**src/rtl/wts_envelope_slot_scheduler.sv**
```systemverilog
// Envelope slot sequencer for five channels (A..E) plus a no-op slot. Per-channel key events are held until their slot arrives.
// Optional build macro WTS_KEY_EVENT_OVERWRITE_EN: always ready, and a newer request replaces an undelivered one.
module wts_envelope_slot_scheduler (
  input  logic       clk,
  input  logic       reset,
  input  logic       enable,
  input  logic       req_valid,
  input  logic [2:0] req_ch,
  input  logic [1:0] req_cmd,
  output logic       req_ready,
  output logic [2:0] active,
  output logic       frame_start,
  output logic       ch_a_key_on,
  output logic       ch_a_key_release,
  output logic       ch_a_key_off,
  output logic       ch_b_key_on,
  output logic       ch_b_key_release,
  output logic       ch_b_key_off,
  output logic       ch_c_key_on,
  output logic       ch_c_key_release,
  output logic       ch_c_key_off,
  output logic       ch_d_key_on,
  output logic       ch_d_key_release,
  output logic       ch_d_key_off,
  output logic       ch_e_key_on,
  output logic       ch_e_key_release,
  output logic       ch_e_key_off,
  output logic [4:0] pending
);

  localparam logic [2:0] SLOT_NOP    = 3'd5;
  localparam logic [1:0] CMD_NONE    = 2'b00;
  localparam logic [1:0] CMD_ON      = 2'b01;
  localparam logic [1:0] CMD_RELEASE = 2'b10;
  localparam logic [1:0] CMD_OFF     = 2'b11;

  logic [1:0] pend     [5];
  logic [1:0] pend_nxt [5];
  logic [2:0] active_nxt;
  logic [4:0] deliver;
  logic [4:0] key_on, key_rel, key_off;
  logic [4:0] on_nxt, rel_nxt, off_nxt;
  logic       busy;
  logic       accept;

  always_comb begin
    active_nxt = SLOT_NOP;
    if (enable)
      active_nxt = (active == SLOT_NOP) ? 3'd0 : active + 3'd1;

    busy = 1'b0;
    for (int i = 0; i < 5; i++) begin
      deliver[i] = (active == 3'(i)) && (pend[i] != CMD_NONE);
      pending[i] = (pend[i] != CMD_NONE);
      // A slot being drained this cycle frees its register, so it may take a new request.
      if ((req_ch == 3'(i)) && (pend[i] != CMD_NONE) && !deliver[i])
        busy = 1'b1;
    end

`ifdef WTS_KEY_EVENT_OVERWRITE_EN
    req_ready = 1'b1;
`else
    req_ready = !busy;
`endif

    accept = req_valid && req_ready && (req_cmd != CMD_NONE);

    for (int i = 0; i < 5; i++) begin
      pend_nxt[i] = deliver[i] ? CMD_NONE : pend[i];
      if (accept && (req_ch == 3'(i)))
        pend_nxt[i] = req_cmd;
      // Key pulses mirror the pending code of the slot entered next, so they line up with active.
      on_nxt[i]  = (active_nxt == 3'(i)) && (pend_nxt[i] == CMD_ON);
      rel_nxt[i] = (active_nxt == 3'(i)) && (pend_nxt[i] == CMD_RELEASE);
      off_nxt[i] = (active_nxt == 3'(i)) && (pend_nxt[i] == CMD_OFF);
    end
  end

  always_ff @(posedge clk) begin
    if (reset) begin
      active      <= SLOT_NOP;
      frame_start <= 1'b0;
      key_on      <= '0;
      key_rel     <= '0;
      key_off     <= '0;
      for (int i = 0; i < 5; i++)
        pend[i] <= CMD_NONE;
    end else begin
      active      <= active_nxt;
      frame_start <= (active_nxt == 3'd0);
      key_on      <= on_nxt;
      key_rel     <= rel_nxt;
      key_off     <= off_nxt;
      for (int i = 0; i < 5; i++)
        pend[i] <= pend_nxt[i];
    end
  end

  assign ch_a_key_on      = key_on[0];
  assign ch_a_key_release = key_rel[0];
  assign ch_a_key_off     = key_off[0];
  assign ch_b_key_on      = key_on[1];
  assign ch_b_key_release = key_rel[1];
  assign ch_b_key_off     = key_off[1];
  assign ch_c_key_on      = key_on[2];
  assign ch_c_key_release = key_rel[2];
  assign ch_c_key_off     = key_off[2];
  assign ch_d_key_on      = key_on[3];
  assign ch_d_key_release = key_rel[3];
  assign ch_d_key_off     = key_off[3];
  assign ch_e_key_on      = key_on[4];
  assign ch_e_key_release = key_rel[4];
  assign ch_e_key_off     = key_off[4];

endmodule

```
**config.mk**
```make
export PLATFORM = sky130hd
export DESIGN_NAME = wts_envelope_slot_scheduler
export DESIGN_NICKNAME = d
export VERILOG_FILES = /design/src/rtl/wts_envelope_slot_scheduler.sv
export SDC_FILE = /design/constraint.sdc
export NUM_CORES = 1
export LEC_CHECK = 0
export BUFFER_PORTS_ARGS = -buffer_cell sky130_fd_sc_hd__buf_2
export CAP_MARGIN = 30
export CORE_MARGIN = 1.5
export CORE_UTILIZATION = 45
export DETAILED_ROUTE_END_ITERATION = 6
export HOLD_SLACK_MARGIN = 0.15
export PLACE_DENSITY = 0.7
export SYNTH_ARGS = -nofsm -noshare
export SYNTH_HDL_FRONTEND = slang
export SYNTH_SLANG_ARGS = --single-unit
```
**constraint.sdc**
```tcl
create_clock -name clk -period 2.2 [get_ports clk]
set_clock_uncertainty 0.05 [all_clocks]
set_input_delay 0.33 -clock clk [delete_from_list [all_inputs] [get_ports clk]]
set_output_delay 0.33 -clock clk [all_outputs]
set_load 0.03 [all_outputs]
```
==> results of run 1 <==
-- synthesized netlist by cell type, types with 2 or more instances --
library cell	n	area (um^2)
nand2_1	16	60.1
o31ai_1	2	15.0
or2_2	3	18.8
nor2b_1	5	31.3
nor3b_1	9	67.6
dfxtp_1	29	581
o21ai_0	2	10.0
a21oi_1	2	10.0
nand3_1	5	25.0
and2_1	5	31.3
nand2b_1	4	25.0
nor2_1	14	52.6
inv_1	7	26.3
nor3_1	8	40.0
a221oi_1	3	26.3
a32oi_1	4	35.0
-- worst max-delay path, delay by kind of cell (launching register included) --
family                 cells  cell delay [ns]
AND/OR/NAND/NOR            3             0.67
buffers and inverters      1             0.18
AO/OA/AOI/OAI              1             0.19
flip-flops                 1             0.37
-- power by group through the flow --
stage,logic (mW),clock network [mW],registers [mW]
global placement,0.0969,0,0.554
detailed placement,0.0978,0,0.555
global route,0.123,0.396,0.539
finish,0.113,0.365,0.538
floorplan,0.0618,0,0.560
CTS,0.112,0.376,0.538
-- cells by family after synthesis --
group / after synthesis
AO/OA/AOI/OAI: 20
adder cells (fa/ha/maj): 1
buffers and inverters: 10
flip-flops: 29
AND/OR/NAND/NOR: 80
-- repair_timing --
action                                  4_1_cts  5_1_grt
setup buffers                                 7        0
pin swaps                                     2        0
endpoints found under the setup margin        1        1
gates cloned                                  0        0
gates resized for setup                       7        1
-- metrics by stage --
| stage | std cells | power (mW) | hold slack, ns |
|---|---|---|---|
| 2_1_floorplan | 140 | 0.621 | 0.403 |
| 3_3_place_gp | 201 | 0.651 | 0.435 |
| 3_5_place_dp | 201 | 0.653 | 0.444 |
| 4_1_cts | 216 | 1.03 | 0.249 |
| 5_1_grt | 216 | 1.06 | 0.267 |
| 6_report | 216 | 1.02 | 0.264 |
-- flip-flops by register name, summed over array words and instances (netlist names) --
| name | count |
|---|---|
| active | 3 |
| frame_start | 1 |
| key_off | 5 |
| key_on | 5 |
| key_rel | 5 |
| pend | 10 |
-- cell type report --
cell class / instances / share of cell area, %
multi-input combinational: 101 / 39.0
sequential: 29 / 37.9
timing repair buffer: 41 / 14.6
clock buffer: 7 / 4.16
tap: 30 / 2.40
inverter: 7 / 1.68
clock inverter: 1 / 0.320
-- metal layers --
layer / global-route usage (%) / up-vias
li1: - / 587
met1: 20.7 / 523
met2: 31.5 / 28
met3: 5.39 / 4
met4: 12.5 / 0
met5: 0 / -
-- worst paths after layout --
check	from	end	slack, ns	cells past startpoint
worst min-delay path	reset	pend[0][8]$_SDFF_PP0_	0.26	2
worst max-delay path	active[0]$_SDFF_PP1_	req_ready	0.07	5
worst min register to register	pend[0][1]$_SDFF_PP0_	key_off[0]$_SDFF_PP0_	0.47	2
worst max register to register	active[2]$_SDFF_PP1_	key_on[3]$_SDFF_PP0_	0.57	7
==> results.toml, run 1 <==
[floorplan]
dieArea_um2 = 3050
die_w_um = 55.2
core_um2 = 2520
num_rows = 18
io_pins = 34
start_util_pct = 48.7
die_h_um = 55.2

[drt]
drt-pass1-iter-count = 4
drt_iter0_markers = 20
wl_met3_um = 137
antenna_left = 0
wl_um = 2730
highest_layer = "met4"
drc = 0
wl_met1_um = 1190
met2WireLength_um = 1360
wl_per_cell_um = 12.7
vias = 1142
drt-vias-per-instance = 5.29

[clock_network]
clkLatencyLatePin_ns = 0.33
cts.sinks = 29
root_buffer = "clkbuf_4"
clk_transition_reported_paths_ns = 0.09
cts_tree = "done"
cts_buffer_depth = 2
ctsHoldBuffers = 0
htreeDepth = 2
cts-buffers-inserted = 5

[placed_design]
portBuffers = 33
pre_cts_ws_ns = 0.199
gp_congestion = 0.822
hpwl_um = 2010
place_area_um2 = 1420

[sta]
setup_viol = 0
timing_hold_violations_final = 0
timing.final.crit_period_ns = 2.13
rsz0062_at_grt = "false"
fmax_ghz = 0.470
worst_slew_pin_slew_ns = 0.429
slew_viol_final = 0
fin_ws_ns = 0.0713
slew_headroom_pct = 71.4
finalCritPeriodShare_pct = 96.8
fin_tns_setup_ns = 0

[yosys]
synth_fa_ha_area_share_pct = 1.02
yosysWarningCount = 0
synth.net_count = 150
synth_seq_cells = 29
synthCells = 140
syn_area_um2 = 1230
syn_area_per_cell_um2 = 8.77
synth_cell_type_count = 38
synth_edf_count = 0
muxShareOfSynthArea_pct = 0
synth_seq_area_share_pct = 47.3
synth_top_family_by_area = "simple AND/OR/NAND/NOR gates"
synth_xor_area_share_pct = 0
yosys.area_share.simple_pct = 35.9
async_flop_share_pct = 0
synth_compound_area_share_pct = 12.3
synth_flop_cell = "dfxtp_1"

[setup_path]
crit_path_cell_trace = "or3b_4 > and3_4 > a31o_1 > nor3_2 > buf_4"
cp_slowest_cell = "or3b_4"
worstPathArrival_ns = 1.75
required_ns = 1.82
path_max_fanout = 6
cp-start-kind = "register"
critPathKind = "register to output port"
cp-end-kind = "output port"
slowest_delay_ns = 0.39

[power_and_ir_drop]
switchingPower_mw = 0.256
vdd_drop_max_v = 0.000547
combPwrFrac_pct = 11.1
power_density_nw_per_um2 = 650
sw_frac_of_total_pct = 25.2
clkPwrFrac_pct = 35.9
p_int_mw = 0.760
pwr-share-seq_pct = 53.0
p_leak_nw = 0.691

[grt]
grt_pass1_vias = 1040
grt.total_usage_pct = 18.9
grt_max_degree = 12
grt.overflow.total = 0
grt_pass1_wl_um = 4470
grt_antenna_before_repair = 0

[cells_and_area]
diodes = 0
nFillCells = 239
num-nets-final = 195
postLayoutCellArea_um2 = 1560
fin_util_pct = 62.0
layout_common_cells = "buf_2, dfxtp_1, nand2_1"
layout_commonest_cell = "buf_2"
drive_gt1_share_pct = 32.3
multi_input_area_um2 = 609
seq_area_um2 = 592
syn_to_final_growth_pct = 27.3

[outcome]
outcome = "finished clean"

[flow_run]
max_cap_violations = 0

[min_path]
holdCritPathClass = "primary input to register"
Power figures use the tool's default switching activity.
==> inputs of run 2 (changes only) <==
Settings changed: CTS_BUF_LIST set to sky130_fd_sc_hd__clkbuf_8.
==> results.toml, run 2 (synthesis gave the netlist of run 1 again) <==
[outcome]
outcome = "finished clean"

[power_and_ir_drop]
vdd_drop_max_v = 0.000620
power_mw = 1.12
p_leak_nw = 0.702
power_density_nw_per_um2 = 710

[sta]
timing.final.crit_period_ns = 2.13
finalCritPeriodShare_pct = 96.7
setup_viol = 0
hold_ws_ns = 0.318
slew_viol_final = 0
fmax_ghz = 0.470
fin_tns_setup_ns = 0
worst_slew_pin_slew_ns = 0.413
slew_headroom_pct = 72.2
timing_hold_violations_final = 0

[cells_and_area]
multi_input_area_um2 = 604
regMostFlops = "pend"
layout_commonest_cell = "buf_2"
diodes = 0
postLayoutCellArea_um2 = 1580
layout_common_cells = "buf_2, dfxtp_1, nand2_1"
seq_area_um2 = 592
largest_register_ff_count = 10
syn_to_final_growth_pct = 28.8
num-nets-final = 194
drive_gt1_share_pct = 31.4
nFillCells = 235
final_cells = 215

[clock_network]
cts.sinks = 29
cts-buffers-inserted = 5
htreeDepth = 2
clkLatencyLatePin_ns = 0.28
clk_transition_reported_paths_ns = 0.06
cts_tree = "done"
cts_buffer_depth = 2
root_buffer = "clkbuf_8"

[setup_path]
worstPathArrival_ns = 1.75
cp-start-kind = "register"
rr_endpoint = "key_on[3]$_SDFF_PP0_"
crit_buf_inv = 1
timing.rr.start = "active[1]$_SDFF_PP0_"
critPathKind = "register to output port"
r2r_slack_ns = 0.56
crit_family = "simple AND/OR/NAND/NOR gates"
crit_path_cell_trace = "or3b_4 > and3_1 > a31o_1 > nor3_2 > buf_4"
slowest_delay_ns = 0.42
cp_slowest_cell = "or3b_4"
r2r_cells = 6
cp-end-kind = "output port"
path_max_fanout = 10
required_ns = 1.82

[grt]
grt_max_degree = 15
grt_pass1_wl_um = 4200
grt.overflow.total = 0
grt.total_usage_pct = 17.8
grt_antenna_before_repair = 0
grt_pass1_vias = 962

[floorplan]
dieArea_um2 = 3050
core_um2 = 2520
io_pins = 34
die_w_um = 55.2
num_rows = 18
start_util_pct = 48.7
die_h_um = 55.2

[drt]
antenna_left = 0
vias = 1141
drc = 0
drt_iter0_markers = 16
wl_um = 2710
drt-vias-per-instance = 5.31
drt-pass1-iter-count = 4
wl_per_cell_um = 12.6

[flow_run]
max_cap_violations = 0

[min_path]
hold_depth = 2
min-delay-start = "reset"
holdCritPathClass = "primary input to register"
min_to = "pend[0][8]$_SDFF_PP0_"

[placed_design]
place_area_um2 = 1420
dp.cells = 201
portBuffers = 33
gp_congestion = 0.822
hpwl_um = 2010
==> run 2: cell types whose count changed in the layout (fill, tap and decap cells not counted), sizes merged <==
| cell | before | now |
|---|---|---|
| buf | 41 | 40 |
==> run 2: final cells by class <==
type | instances | area share, %
multi-input combinational | 101 | 38.2
sequential | 29 | 37.4
timing repair buffer | 40 | 13.9
clock buffer | 7 | 6.09
tap | 30 | 2.37
inverter | 7 | 1.66
clock inverter | 1 | 0.316
==> run 2: worst max-delay path by stage <==
stage	end	cells past startpoint	startpoint
global placement	req_ready	5	active[2]$_SDFF_PP1_
finish	req_ready	5	active[0]$_SDFF_PP1_
detailed placement	req_ready	5	active[2]$_SDFF_PP1_
global route	req_ready	5	active[2]$_SDFF_PP1_
floorplan	req_ready	4	active[2]$_SDFF_PP1_
CTS	req_ready	5	active[1]$_SDFF_PP0_
==> run 2: per-layer routing <==
layer,up-vias,routed length [um],GRT usage (%),part of all wire [%]
met3,3,149,7.96,5.5
li1,580,-,-,-
met4,0,37,7.32,1.4
met1,530,1160,19.7,43
met5,-,0,0,0
met2,28,1370,29.4,50
==> run 2: timing repair <==
item | CTS | global route
pin swaps | 0 | 2
endpoints found under the setup margin | 1 | 1
resized for setup | 6 | 1
hold buffers | 0 | 0
setup buffers | 0 | 6
hold endpoints to repair | 0 | 0
==> run 2: stage by stage <==
stage / util (%) / worst slack [ns]
after floorplan: - / 0.000201
after global placement: 56.3 / 0.230
after detailed placement: 56.3 / 0.199
after CTS: 60.8 / 0.00495
after global routing: 62.7 / -0.00321
final: 62.7 / 0.0717
==> run 2: power by group <==
part	total, mW	switching [mW]	internal, mW
clock	0.473	0.191	0.282
combinational	0.108	0.0658	0.0423
sequential	0.541	0.00931	0.532
==> inputs of run 3 (changes only) <==
--- a/config.mk
+++ b/config.mk
@@ -14,4 +14,5 @@
 export HOLD_SLACK_MARGIN = 0.15
 export PLACE_DENSITY = 0.7
+export SLEW_MARGIN = 30
 export SYNTH_ARGS = -nofsm -noshare
 export SYNTH_HDL_FRONTEND = slang
--- a/constraint.sdc
+++ b/constraint.sdc
@@ -3,3 +3,3 @@
 set_input_delay 0.33 -clock clk [delete_from_list [all_inputs] [get_ports clk]]
 set_output_delay 0.33 -clock clk [all_outputs]
-set_load 0.03 [all_outputs]
+set_load 0.01 [all_outputs]
==> results.toml, run 3 (synthesis gave the netlist of run 1 again) <==
[outcome]
outcome = "finished clean"

[drt]
drt-vias-per-instance = 5.26
drc = 0
wl_um = 2530
drt_iter0_markers = 29
drt-pass1-iter-count = 4
vias = 1095
antenna_left = 0
wl_per_cell_um = 12.2

[cells_and_area]
layout_common_cells = "buf_2, dfxtp_1, nand2_1"
regMostFlops = "pend"
nFillCells = 229
drive_gt1_share_pct = 28.1
largest_register_ff_count = 10
seq_area_um2 = 589
num-nets-final = 188
multi_input_area_um2 = 604
syn_to_final_growth_pct = 23.5
layout_commonest_cell = "buf_2"
postLayoutCellArea_um2 = 1520
diodes = 0
final_cells = 208

[clock_network]
cts_buffer_depth = 2
clk_transition_reported_paths_ns = 0.06
cts_tree = "done"
cts-buffers-inserted = 5
ctsHoldBuffers = 0
root_buffer = "clkbuf_8"
cts.sinks = 29
clkLatencyLatePin_ns = 0.26
htreeDepth = 2

[setup_path]
crit_path_cell_trace = "or3b_4 > and3_1 > a31o_1 > nor3_2 > buf_2"
r2r_cells = 6
rr_endpoint = "key_on[3]$_SDFF_PP0_"
cp-end-kind = "output port"
cp-start-kind = "register"
r2r_slack_ns = 0.47
timing.rr.start = "active[0]$_SDFF_PP1_"
cp-endpoint = "req_ready"
cp_slowest_cell = "or3b_4"
critPathKind = "register to output port"
crit_path_start = "active[1]$_SDFF_PP0_"
required_ns = 1.82
worstPathArrival_ns = 1.76
path_max_fanout = 14
slowest_delay_ns = 0.43

[grt]
grt.overflow.total = 0
grt.total_usage_pct = 17.9
grt_pass1_vias = 962
grt_pass1_wl_um = 4350
grt_max_degree = 15
grt_antenna_before_repair = 0

[floorplan]
io_pins = 34
core_um2 = 2520
num_rows = 18
dieArea_um2 = 3050
die_w_um = 55.2
die_h_um = 55.2
start_util_pct = 48.7

[placed_design]
place_area_um2 = 1420
portBuffers = 33
gp_congestion = 0.825
dp.cells = 201
hpwl_um = 1990

[sta]
slew_viol_final = 0
slew_headroom_pct = 70.7
fmax_ghz = 0.468
rsz0062_at_grt = "false"
setup_viol = 0
fin_tns_setup_ns = 0
hold_ws_ns = 0.340
finalCritPeriodShare_pct = 97.1
timing_hold_violations_final = 0
timing.final.crit_period_ns = 2.14
worst_slew_pin_slew_ns = 0.438

[flow_run]
max_cap_violations = 0

[power_and_ir_drop]
power_density_nw_per_um2 = 687
vdd_drop_max_v = 0.000497
power_mw = 1.04
p_leak_nw = 0.666

[min_path]
holdCritPathClass = "primary input to register"
## run 3: cell types whose count changed in the layout (fill, tap and decap cells not counted), sizes merged
cell / before / now
buf: 40 / 34
clkbuf: 7 / 6
inv: 7 / 8
clkinv: 1 / 0
## run 3: through the flow
stage,setup slack [ns],util [%]
after floorplan,0.369,-
after global placement,0.295,56.3
after detailed placement,0.268,56.3
after CTS,0.0108,59.9
after global routing,0.0000744,60.1
final,0.0629,60.1
## run 3: layout make-up
class	count	area share (%)
inverter	7	1.73
tap	30	2.48
clock buffer	6	5.45
sequential	29	38.9
multi-input combinational	101	39.9
timing repair buffer	34	11.4
clock inverter	1	0.248
## run 3: repair_timing
item,4_1_cts,5_1_grt
buffers inserted,0,0
gates cloned,0,0
pin swaps,0,0
setup endpoints to repair,1,1
gates resized for setup,2,3
## run 3: worst min path at each step
stage / from / to / slack [ns] / depth (start not counted)
3_5_place_dp: pend[0][1]$_SDFF_PP0_ / key_off[0]$_SDFF_PP0_ / 0.44 / 2
3_3_place_gp: pend[0][1]$_SDFF_PP0_ / key_off[0]$_SDFF_PP0_ / 0.43 / 2
6_report: reset / pend[0][9]$_SDFF_PP0_ / 0.34 / 2
4_1_cts: reset / pend[0][8]$_SDFF_PP0_ / 0.34 / 2
2_1_floorplan: pend[0][1]$_SDFF_PP0_ / key_off[0]$_SDFF_PP0_ / 0.40 / 2
5_1_grt: reset / pend[0][4]$_SDFF_PP0_ / 0.35 / 2
## run 3: metal layers
| layer | part of all wire, % | up-vias | track usage (%) | wire length (um) |
|---|---|---|---|---|
| met3 | 3.8 | 2 | 4.92 | 95 |
| li1 | - | 571 | - | - |
| met2 | 50 | 24 | 29.3 | 1260 |
| met4 | 0.75 | 0 | 6.27 | 19 |
| met1 | 46 | 498 | 22.6 | 1150 |
| met5 | 0 | - | 0 | 0 |
## run 3: power by group
group          internal, mW  switching, mW  total (mW)
Combinational        0.0359         0.0495      0.0854
Clock                 0.243          0.171       0.414
Sequential            0.533         0.0102       0.543
Total                 0.811          0.231        1.04
## run 3: critical path: cells and delay by family (launching register included)
family,cells,cell delay (ns)
and+or+nand+nor,3,0.77
DFF,1,0.38
buffers and inverters,1,0.15
AOI/OAI and AO/OA,1,0.20
